--- src/rtl/serial_adder_if.sv ---
// Operand/result bundle for serial_adder: input handshake, operands and result handshake.
// Latency: none (wires only).
// Backpressure: in_ready and out_ready carry flow control in each direction.
// Optional: SERIAL_ADDER_OVF_EN adds the out_ovf signed-overflow flag.
interface serial_adder_if #(
  parameter int WIDTH = 8
);
  logic             in_valid;
  logic             in_ready;
  logic [WIDTH-1:0] in_a;
  logic [WIDTH-1:0] in_b;
  logic             in_sub;
  logic             in_cin;
  logic             out_valid;
  logic             out_ready;
  logic [WIDTH-1:0] out_sum;
  logic             out_cout;
`ifdef SERIAL_ADDER_OVF_EN
  logic             out_ovf;

  modport master (
    output in_valid, in_a, in_b, in_sub, in_cin, out_ready,
    input  in_ready, out_valid, out_sum, out_cout, out_ovf
  );
  modport slave (
    input  in_valid, in_a, in_b, in_sub, in_cin, out_ready,
    output in_ready, out_valid, out_sum, out_cout, out_ovf
  );
`else
  modport master (
    output in_valid, in_a, in_b, in_sub, in_cin, out_ready,
    input  in_ready, out_valid, out_sum, out_cout
  );
  modport slave (
    input  in_valid, in_a, in_b, in_sub, in_cin, out_ready,
    output in_ready, out_valid, out_sum, out_cout
  );
`endif
endinterface

--- src/rtl/serial_adder.sv ---
// Bit-serial add/subtract: one DIGIT-bit full-adder ripple reused over WIDTH/DIGIT cycles.
// Latency: out_valid rises after K = WIDTH/DIGIT RUN edges following the accept edge.
// Backpressure: in_ready only in IDLE; result held in DONE until out_ready.
// Optional: SERIAL_ADDER_OVF_EN adds out_ovf (carry into MSB xor carry out of MSB).
module serial_adder #(
  parameter int WIDTH = 8,
  parameter int DIGIT = 1
) (
  input  logic          clk,
  input  logic          rst_n,
  serial_adder_if.slave bus,
  output logic          busy
);

  localparam int K  = (DIGIT > 0) ? (WIDTH / DIGIT) : 1;
  localparam int CW = (K > 1) ? $clog2(K) : 1;

  if (WIDTH < 1) begin : g_bad_width
    $error("serial_adder: WIDTH must be at least 1");
  end
  if ((DIGIT < 1) || ((WIDTH % DIGIT) != 0)) begin : g_bad_digit
    $error("serial_adder: DIGIT must divide WIDTH exactly");
  end

  typedef enum logic [1:0] {S_IDLE, S_RUN, S_DONE} state_t;

  state_t           r_state;
  state_t           w_next;
  logic [CW-1:0]    r_cnt;
  logic             r_carry;
  logic [WIDTH-1:0] r_a;
  logic [WIDTH-1:0] r_b;
  logic [WIDTH-1:0] r_s;
  logic             r_cout;
  logic [DIGIT-1:0] w_dsum;
  logic             w_dcout;
  logic             w_dcmsb;
  logic [WIDTH-1:0] w_s_next;
  logic             w_accept;
  logic             w_last;

  assign w_accept = bus.in_valid && (r_state == S_IDLE);
  assign w_last   = (r_cnt == '0);

  // State register.
  always_ff @(posedge clk or negedge rst_n) begin
    if (!rst_n) r_state <= S_IDLE;
    else        r_state <= w_next;
  end

  // Next-state: IDLE accepts, RUN counts digits, DONE waits for the consumer.
  always_comb begin
    w_next = r_state;
    case (r_state)
      S_IDLE:  if (bus.in_valid)  w_next = S_RUN;
      S_RUN:   if (w_last)        w_next = S_DONE;
      S_DONE:  if (bus.out_ready) w_next = S_IDLE;
      default: w_next = S_IDLE;
    endcase
  end

  // One digit of ripple-carry; also exposes the carry into the digit's top bit for overflow.
  always_comb begin
    logic v_c;
    w_dsum  = '0;
    w_dcmsb = 1'b0;
    v_c     = r_carry;
    for (int i = 0; i < DIGIT; i++) begin
      w_dcmsb   = v_c;
      w_dsum[i] = r_a[i] ^ r_b[i] ^ v_c;
      v_c       = (r_a[i] & r_b[i]) | (r_a[i] & v_c) | (r_b[i] & v_c);
    end
    w_dcout = v_c;
  end

  // New digit enters at the top of the sum register as the old contents move down.
  assign w_s_next = WIDTH'({w_dsum, r_s} >> DIGIT);

  // Datapath: load operands on accept (B inverted with carry 1 for subtract), shift while running.
  always_ff @(posedge clk or negedge rst_n) begin
    if (!rst_n) begin
      r_cnt   <= '0;
      r_carry <= 1'b0;
      r_a     <= '0;
      r_b     <= '0;
      r_s     <= '0;
      r_cout  <= 1'b0;
    end else if (w_accept) begin
      r_a     <= bus.in_a;
      r_b     <= bus.in_sub ? ~bus.in_b : bus.in_b;
      r_carry <= bus.in_sub ? 1'b1 : bus.in_cin;
      r_cnt   <= CW'(K - 1);
    end else if (r_state == S_RUN) begin
      r_a     <= r_a >> DIGIT;
      r_b     <= r_b >> DIGIT;
      r_s     <= w_s_next;
      r_carry <= w_dcout;
      if (w_last) r_cout <= w_dcout;
      else        r_cnt  <= r_cnt - 1'b1;
    end
  end

`ifdef SERIAL_ADDER_OVF_EN
  logic r_ovf;

  // Signed overflow of the final digit's MSB, captured on the way into DONE.
  always_ff @(posedge clk or negedge rst_n) begin
    if (!rst_n)                            r_ovf <= 1'b0;
    else if ((r_state == S_RUN) && w_last) r_ovf <= w_dcmsb ^ w_dcout;
  end

  assign bus.out_ovf = r_ovf;
`else
  logic w_unused_cmsb;
  assign w_unused_cmsb = w_dcmsb;
`endif

  assign bus.in_ready  = (r_state == S_IDLE);
  assign bus.out_valid = (r_state == S_DONE);
  assign bus.out_sum   = r_s;
  assign bus.out_cout  = r_cout;
  assign busy          = (r_state != S_IDLE);

endmodule

--- src/flat_wrapper.sv ---
// flat-port wrapper written by rule: the top's interface ports become plain ports
module serial_adder_flat 
#(
  parameter int WIDTH = 8,
  parameter int DIGIT = 1
)
  (clk, rst_n, busy, bus_in_valid, bus_in_a, bus_in_b, bus_in_sub, bus_in_cin, bus_out_ready, bus_in_ready, bus_out_valid, bus_out_sum, bus_out_cout);
  serial_adder_if #(.WIDTH(WIDTH)) bus_i ();
  input  logic clk;
  input  logic rst_n;
  output logic busy;
  input wire logic [$bits(bus_i.in_valid)-1:0] bus_in_valid;
  input wire logic [$bits(bus_i.in_a)-1:0] bus_in_a;
  input wire logic [$bits(bus_i.in_b)-1:0] bus_in_b;
  input wire logic [$bits(bus_i.in_sub)-1:0] bus_in_sub;
  input wire logic [$bits(bus_i.in_cin)-1:0] bus_in_cin;
  input wire logic [$bits(bus_i.out_ready)-1:0] bus_out_ready;
  output wire logic [$bits(bus_i.in_ready)-1:0] bus_in_ready;
  output wire logic [$bits(bus_i.out_valid)-1:0] bus_out_valid;
  output wire logic [$bits(bus_i.out_sum)-1:0] bus_out_sum;
  output wire logic [$bits(bus_i.out_cout)-1:0] bus_out_cout;
  assign bus_i.in_valid = bus_in_valid;
  assign bus_i.in_a = bus_in_a;
  assign bus_i.in_b = bus_in_b;
  assign bus_i.in_sub = bus_in_sub;
  assign bus_i.in_cin = bus_in_cin;
  assign bus_i.out_ready = bus_out_ready;
  assign bus_in_ready = bus_i.in_ready;
  assign bus_out_valid = bus_i.out_valid;
  assign bus_out_sum = bus_i.out_sum;
  assign bus_out_cout = bus_i.out_cout;
  serial_adder #(.WIDTH(WIDTH), .DIGIT(DIGIT)) u_core (.clk(clk), .rst_n(rst_n), .bus(bus_i), .busy(busy));
endmodule
--- config.mk ---
export PLATFORM = sky130hd
export DESIGN_NAME = serial_adder_flat
export DESIGN_NICKNAME = d
export VERILOG_FILES = /design/src/rtl/serial_adder_if.sv /design/src/rtl/serial_adder.sv /design/src/flat_wrapper.sv
export SDC_FILE = /design/constraint.sdc
export NUM_CORES = 1
export LEC_CHECK = 0
export ABC_AREA = 1
export CORE_ASPECT_RATIO = 0.6
export CORE_UTILIZATION = 30
export CTS_CLUSTER_DIAMETER = 60
export DETAILED_ROUTE_END_ITERATION = 8
export SYNTH_ARGS = -nofsm -noshare
export SYNTH_HDL_FRONTEND = slang
export SYNTH_SLANG_ARGS = --single-unit
--- constraint.sdc ---
create_clock -name clk -period 1.2 [get_ports clk]
set_clock_uncertainty 0.1 [all_clocks]
set_input_delay 0.18 -clock clk [delete_from_list [all_inputs] [get_ports clk]]
set_output_delay 0.18 -clock clk [all_outputs]
set_load 0.005 [all_outputs]
==> metrics.txt <==
status complete, but fails checks; failing checks negative setup slack; Finish-stage setup viols 31; share of the synthesized area in the top cell type 48.5%; crit end category flop; most common library cells after synthesis nand2_1, dfrtp_1, inv_1; DR vias 1,511; Mapped Nets 232; total track usage 15.0%; die width 96.3 microns; pre-CTS WS -0.246 ns; CP arrival 1.53 ns; ys async rst share 100%; TritonCTS sink count 31; drt first pass iters 4; Ports 34; PortBufs 33; Worst Max-Slew Pin Slew 0.407 ns; worst r2r path cells 9; crit path max fanout 4; # diodes 0; Mapped Area 1600 sq um; drt wl/cell 11.7 microns; final net count 305; H-Tree Level Count 2; hpwl dp 2.43 mm; Root Driver clkbuf_8; CP startpoint u_core.r_state[0]; Seq cells post-synth 31; fin area 2720 sq um; Worst Setup Path Type flop to flop; RR Startpoint u_core.r_state[0]; Core ar. 5100 sq um; share of cells above drive strength 1 37.7%; RD Place Congestion 0.729; Avg Synthesized Cell Area 7.73 sq um; Cell Area, Placed 2090 sq um; largest net degree at the start of global routing 32; Final ANT Viol Nets 0; Combinational Power Share 60.1%; gr ovfl total 0; clk buf depth 2; post-synthesis sequential area ratio 48.5%; final hold slack 0.144 ns; Hold Path Class input pin to asynchronous set/reset pin; CP Launch Type flop; Syn Inst Count 207; unique cell type count in the Yosys netlist 21; Synth area leaders dfrtp_1, nand2_1, nand3_1, inv_1, buf_6; fin util 53.2%; die area 5640 sq um; Final period util 117%; Sw Ratio 38.6%; Slew Viols, Final 0; Register-to-Register Setup Slack -0.21 ns; vias in the first global route 1,377; area added between synthesis and finish 69.7%; PnR worst setup slack -0.208 ns; main flop type after synthesis dfrtp_1; initial antenna violation count 0; Die Ht 58.6 microns; Initial Util 31.3%; WP data required 1.32 ns; DRT Wirelength 4.06 mm; Pwr Density 2700 nW/um^2; crit-path max cell delay 0.38 ns; Num CTS Buffers 5; YS warnings 0; Layout Cells excl Fill 347; slowest CP cell dfrtp_1; Clk Latency, worst-skew pair 0.29 ns; Clk pwr share 14.8%; Placed Cells incl. Taps 314; min cycle time layout 1.41 ns; top-count cell post-synth nand2_1; TritonCTS clock tree yes; VDD IR max 0.749 mV; Via density 4.35; Yosys top cell by area dfrtp_1; clk slew on worst S/H paths 0.07 ns; Cell Chain, Critical Path buf_6 -> inv_2 -> buf_6 -> nor2_4 -> buf_6 -> buf_6 -> buf_6 -> nand2_2 -> o21ai_1; RSZ-0062 raised after global routing true; Slew headroom 72.7%; crit path to u_core.bus.out_sum[4]; first-pass GRT wire length 6.16 mm; LEAKAGE 1.40 nW; net switching power figure 2.84 mW; Hold Fails Final Rpt 0; Worst path most repeated cell buf_6; DRC viols 0; f_max 0.710 GHz; reg2reg end u_core.bus.out_sum[4]; Rows 20; number of synthesized flops with an enable pin 0; 1st-iter DRT viols 46; sequential power share 25.1%; max_cap viols 0; internal power 4.50 mW
-- layer usage --
metal  track usage [%]  share of wire, %  vias to the layer above
met3              4.26               4.4                        7
met1              19.5                48                      700
met5                 0                 0                        -
li1                  -                 -                      776
met4              6.93               1.4                        0
met2              23.3                46                       28
-- layout by cell type, fill, tap and decap left out, drive strengths merged, types with 2 or more instances in the layout --
master         Yosys  final
o21ai             10     10
clkdlybuf4s50      0     21
buf                7     40
inv               21     20
nand2            115    116
clkdlybuf4s15      0      8
dfrtp             31     31
ha                 2      2
nor2               3      3
nand3             14     14
clkinv             0      3
clkbuf             0      8
-- final cells by class --
type | instances | area, sq um
Inverter | 21 | 98.8
Sequential cell | 31 | 776
Fill cell | 492 | 2390
Multi-Input combinational cell | 149 | 875
Clock inverter | 2 | 35.0
Timing Repair Buffer | 71 | 758
Clock buffer | 6 | 82.6
Tap cell | 66 | 82.6
Timing Repair inverter | 1 | 8.76
-- power by group through the flow --
stage          Clock, mW  Combinational [mW]  Sequential (mW)
6_report            1.09                4.41             1.84
5_1_grt             1.15                4.82             1.89
4_1_cts             1.11                3.68             1.79
3_5_place_dp           0                2.60             1.83
3_3_place_gp           0                2.56             1.82
2_1_floorplan          0                1.60             1.78
-- critical path: cells and delay by family (launching register included) --
family	cells	cell delay, ns
buffers and inverters	6	0.60
DFF	1	0.38
AOI/OAI and AO/OA	1	0.06
and+or+nand+nor	2	0.20
-- worst min path at each step --
stage	from	end	slack [ns]	cells after the start
floorplan	rst_n	u_core.bus.out_cout	-0.22	0
global placement	u_core.r_b[1]	u_core.r_b[1]	0.36	2
detailed placement	u_core.r_b[1]	u_core.r_b[1]	0.37	2
CTS	rst_n	u_core.r_state[1]	0.15	2
global route	rst_n	u_core.bus.out_sum[5]	0.16	2
finish	rst_n	u_core.r_state[0]	0.14	2
-- sequential cells by signal (all words and copies together), names as in the netlist --
| name | cells |
|---|---|
| u_core.r_b | 8 |
| u_core.r_a | 8 |
| u_core.r_carry | 1 |
| u_core.r_cnt | 3 |
| u_core.bus.out_cout | 1 |
| u_core.r_state | 2 |
| u_core.bus.out_sum | 8 |
-- metrics by stage --
step                power (mW)  TNS [ns]
detailed placement        4.44     -4.36
global placement          4.38     -3.96
finish                    7.34     -4.60
CTS                       6.59     -4.00
floorplan                 3.38   -0.0278
global route              7.86     -6.15
-- timing repair --
action / CTS / global route
hold buffers: 0 / 0
buffers inserted: 17 / 6
gates cloned: 3 / 2
pin swaps: 10 / 15
resized for setup: 67 / 53
endpoints found under the setup margin: 41 / 35
-- logic make-up after synthesis --
group | synth area share [%]
DFF | 48.5
and+or+nand+nor | 33.9
AOI/OAI and AO/OA | 4.77
adders and majority gates | 2.81
buffers and inverters | 9.46
xor gates and xnor gates | 0.547
Power figures use the tool's default switching activity.
